**config.mk**
```make
export PLATFORM = sky130hd
export DESIGN_NAME = imm_extend_unit
export DESIGN_NICKNAME = d
export VERILOG_FILES = /design/src/rtl/imm_extend_unit.sv
export SDC_FILE = /design/constraint.sdc
export NUM_CORES = 1
export LEC_CHECK = 0
export ABC_AREA = 1
export CAP_MARGIN = 10
export CORE_ASPECT_RATIO = 1.75
export CORE_MARGIN = 5
export CORE_UTILIZATION = 50
export CTS_BUF_LIST = sky130_fd_sc_hd__clkbuf_2
export CTS_CLUSTER_SIZE = 12
export DETAILED_ROUTE_END_ITERATION = 10
export PLACE_DENSITY = 0.95
export SYNTH_ARGS = -nofsm -noshare
export SYNTH_HDL_FRONTEND = slang
export SYNTH_SLANG_ARGS = --single-unit
```
**constraint.sdc**
```tcl
create_clock -name CLK -period 1.44 [get_ports CLK]
set_input_delay 0.288 -clock CLK [delete_from_list [all_inputs] [get_ports CLK]]
set_output_delay 0.288 -clock CLK [all_outputs]
set_load 0.05 [all_outputs]
```
**src/rtl/imm_extend_unit.sv**
```systemverilog
// Pipelined immediate extender: widens an IN_W immediate to OUT_W bits (zero/sign/upper/prefix-concat)
// behind a single registered output slot with valid/ready handshakes on both sides.
module imm_extend_unit #(
  parameter int IN_W  = 8,
  parameter int OUT_W = 16,
  parameter int PFX_W = OUT_W - IN_W
) (
  input  logic             CLK,
  input  logic             Reset,
  input  logic             in_valid,
  output logic             in_ready,
  input  logic [IN_W-1:0]  in_imm,
  input  logic [1:0]       in_mode,
  input  logic             pfx_load,
  input  logic [PFX_W-1:0] pfx_data,
  output logic             pfx_pending,
  output logic             out_valid,
  input  logic             out_ready,
  output logic [OUT_W-1:0] out_result,
  output logic             out_nopfx
);

  localparam logic [1:0] MODE_ZERO   = 2'b00;
  localparam logic [1:0] MODE_SIGN   = 2'b01;
  localparam logic [1:0] MODE_UPPER  = 2'b10;
  localparam logic [1:0] MODE_CONCAT = 2'b11;

  logic             out_valid_q, out_valid_d;
  logic [OUT_W-1:0] out_result_q, out_result_d;
  logic             out_nopfx_q, out_nopfx_d;
  logic [PFX_W-1:0] pfx_q, pfx_d;
  logic             pfx_pend_q, pfx_pend_d;

  logic             accept;
  logic [OUT_W-1:0] ext_result;
  logic             ext_nopfx;

  // The slot can take a new request whenever it is empty or being drained this cycle.
  assign in_ready = !out_valid_q || out_ready;
  assign accept   = in_valid && in_ready;

  always_comb begin
    ext_result = {{PFX_W{1'b0}}, in_imm};
    ext_nopfx  = 1'b0;
    case (in_mode)
      MODE_ZERO:  ext_result = {{PFX_W{1'b0}}, in_imm};
      MODE_SIGN:  ext_result = {{PFX_W{in_imm[IN_W-1]}}, in_imm};
      MODE_UPPER: ext_result = {in_imm, {PFX_W{1'b0}}};
      MODE_CONCAT: begin
        // Without a pending prefix, fall back to zero-extension and flag it.
        if (pfx_pend_q) begin
          ext_result = {pfx_q, in_imm};
        end else begin
          ext_result = {{PFX_W{1'b0}}, in_imm};
          ext_nopfx  = 1'b1;
        end
      end
      default: ext_result = {{PFX_W{1'b0}}, in_imm};
    endcase
  end

  always_comb begin
    out_valid_d  = out_valid_q;
    out_result_d = out_result_q;
    out_nopfx_d  = out_nopfx_q;
    if (accept) begin
      out_valid_d  = 1'b1;
      out_result_d = ext_result;
      out_nopfx_d  = ext_nopfx;
    end else if (out_ready) begin
      out_valid_d  = 1'b0;
    end
  end

  // A fresh load wins over consumption so a same-cycle load is never lost.
  always_comb begin
    pfx_d      = pfx_q;
    pfx_pend_d = pfx_pend_q;
    if (pfx_load) begin
      pfx_d      = pfx_data;
      pfx_pend_d = 1'b1;
    end else if (accept && (in_mode == MODE_CONCAT)) begin
      pfx_pend_d = 1'b0;
    end
  end

  always_ff @(posedge CLK) begin
    if (Reset) begin
      out_valid_q  <= 1'b0;
      out_result_q <= '0;
      out_nopfx_q  <= 1'b0;
      pfx_q        <= '0;
      pfx_pend_q   <= 1'b0;
    end else begin
      out_valid_q  <= out_valid_d;
      out_result_q <= out_result_d;
      out_nopfx_q  <= out_nopfx_d;
      pfx_q        <= pfx_d;
      pfx_pend_q   <= pfx_pend_d;
    end
  end

  assign out_valid   = out_valid_q;
  assign out_result  = out_result_q;
  assign out_nopfx   = out_nopfx_q;
  assign pfx_pending = pfx_pend_q;

endmodule

```
==> results_dict.tcl <==
set metrics [dict create \
    final_hold_viol_count 0 \
    synth_cell_types 19 \
    num_vias 1274 \
    cts_buffers 3 \
    drcViolationCount 0 \
    layout_common_cells "nand2_1, dfxtp_1, nand3_1, clkdlybuf4s50_1, buf_12" \
    path_clk_slew_ps 220 \
    die_area_um2 3685 \
    core_area_um2 2462 \
    min_path_type "input pin to register" \
    fin_tns_setup_ps 0 \
    wl_um 3208 \
    rr_worst_depth 6 \
    p_total_mw 1.600 \
    layout-drive-gt1-share 0.3146 \
    dp_cells 233 \
    cp_slowest_cell "clkdlybuf4s50_1" \
    critPathLaunchType "input pin" \
    syn_nets 187 \
    first_pass_iters 5 \
    tightest_slew_ps 225.0 \
    syn2layout_area_growth_pct 55.62 \
    hp-start "pfx_data[5]" \
    dp_hpwl_um 2565 \
    rsz0062_at_grt "false" \
    num-nets-final 237 \
    finalCriticalPeriod_ps 1382 \
    first_global_vias 1186 \
    path_cells "clkdlybuf4s50_1 -> inv_2 -> nand2_4 -> buf_4 -> buf_12" \
    fp.dieH_um 76.64 \
    yosysWarnings 0 \
    hold_path_depth 3 \
    wl_per_cell_um 13.42 \
    cts_tree "done" \
    crit_family "buffers and inverters" \
    num_rows 24 \
    overflow 0 \
    p_per_area_nw_per_um2 810.2 \
    status "complete, no violations" \
    r2r_start "out_valid" \
    critPathArrivalTime_ps 1090 \
    final_common_cell "nand2_1" \
    r2r_slack_ps 330 \
    cts_root_buf "clkbuf_2" \
    p_leak_nw 0.8393 \
    port_buffers 42 \
    htree_num_levels 1 \
    critPathMaxStageDelay_ps 470 \
    grt_pass1_wl_um 5154 \
    routabilityCongestion 0.9160 \
    vias_per_cell 5.331 \
    yosysSeqAreaShare 0.4260 \
    end_kind "output port" \
    finClkSkew_ps 1.712 \
    period_share 0.9596 \
    vdd_drop_max_uv 625.1 \
    fin_cells 239 \
    grt_max_degree 28 \
    initialDrtViolationCount 56 \
    syn_inst 164 \
    synth_seq_cells 27 \
    crit_type "input pin to output port" \
    setup_ws_ps 58.18 \
    fmax_mhz 723.7 \
    pre_cts_ws_ps -95.51 \
    antenna_found_initial 0 \
    worstPathMaxFanout 3 \
    drv_slew 0 \
    floorplan.initialDensity 0.5152 \
    min_to "pfx_q[5]" \
    ant_nets 0 \
    synthesis.area_um2 1269 \
    numClockSinks 27 \
    clk_path_buf_depth 2 \
    io_pins 43 \
    die_w_um 48.08 \
    slew_headroom 0.8491 \
    setup-violations-final 0 \
    track_usage 0.1892 \
    max_cap_violations 0 \
    r2r-end "out_result[3]" \
    diodes 0 \
    cp.required_ps 1150 \
    crit_buf_inv 4 \
    worstSkewPairLatency_ps 360 \
    cts_hold_buf 0 \
    syn-mean-instance-area_um2 7.736 \
]
what timing repair did:
item,CTS,global route
setup buffers,1,1
setup endpoints to repair,2,1
pin swaps,0,1
gates resized for setup,2,0
state kept, by name (all words and copies together), names as in the netlist:
signal,cells
out_result,16
pfx_q,8
out_nopfx,1
out_valid,1
pfx_pending,1
worst max-delay path by stage:
stage                start             end  depth (start not counted)
2_1_floorplan  pfx_pending  out_result[10]                          7
3_3_place_gp    in_mode[1]  out_result[11]                          7
5_1_grt          out_valid        in_ready                          3
6_report         out_ready        in_ready                          5
3_5_place_dp    in_mode[1]  out_result[10]                          7
4_1_cts          out_valid        in_ready                          3
synthesized netlist by cell type:
cell type	number	share of area
a21oi_1	16	0.063
a21oi_2	10	0.069
buf_12	1	0.016
buf_2	5	0.020
buf_6	2	0.018
clkinv_1	1	0.0030
dfxtp_1	27	0.43
inv_1	8	0.024
inv_2	4	0.012
inv_8	1	0.0089
nand2_1	47	0.14
nand2_2	10	0.049
nand2_4	1	0.0089
nand2_8	1	0.016
nand3_1	22	0.087
nand3_2	3	0.024
nand4_1	1	0.0049
nor2_1	3	0.0089
o21ai_0	1	0.0039
cell type report:
type / instances / area, um^2
clock buffers: 4 / 20.02
fillers: 160 / 488.0
inverters: 14 / 60.06
multi-input cells: 115 / 600.6
flip-flops and latches: 27 / 545.5
well taps: 26 / 32.53
repair buffers: 53 / 715.7
report_power, final:
group	internal, mW	leakage (nW)	switching, mW	total [mW]
sequential	0.789	0.222	0.0417	0.831
combinational	0.235	0.600	0.249	0.484
clock	0.0733	0.0166	0.211	0.285
worst register-to-register path, cell delays in order, from the launching register on:
cell     delay (ps)
dfxtp_4         410
nand2_4          50
buf_4           140
nand2_8         100
buf_4           150
nand2_1          60
a21oi_1         150
through the flow:
step | hold slack [ps] | utilization | cell area, um^2
after floorplan | 430.3 | - | 1270
final | 446.7 | 0.8018 | 1974
after global placement | 449.3 | 0.7861 | 1936
after global routing | 433.5 | 0.8018 | 1974
after CTS | 442.8 | 0.7988 | 1967
after detailed placement | 453.2 | 0.7861 | 1936
layer usage:
layer / GRT usage / vias to the layer above / routed length (um)
li1: - / 624 / -
met1: 0.2029 / 573 / 1070
met2: 0.3236 / 63 / 1783
met3: 0.02128 / 14 / 203
met4: 0.1105 / 0 / 150
met5: 0 / - / 0
logic make-up (layout without fill, tap and decap cells):
group	Yosys count	count (layout)	synth area share
simple gates	88	88	0.3373
compound gates	27	27	0.1361
flops	27	27	0.4260
buf+inv	22	71	0.1006
(Power assumes the default switching activity.)
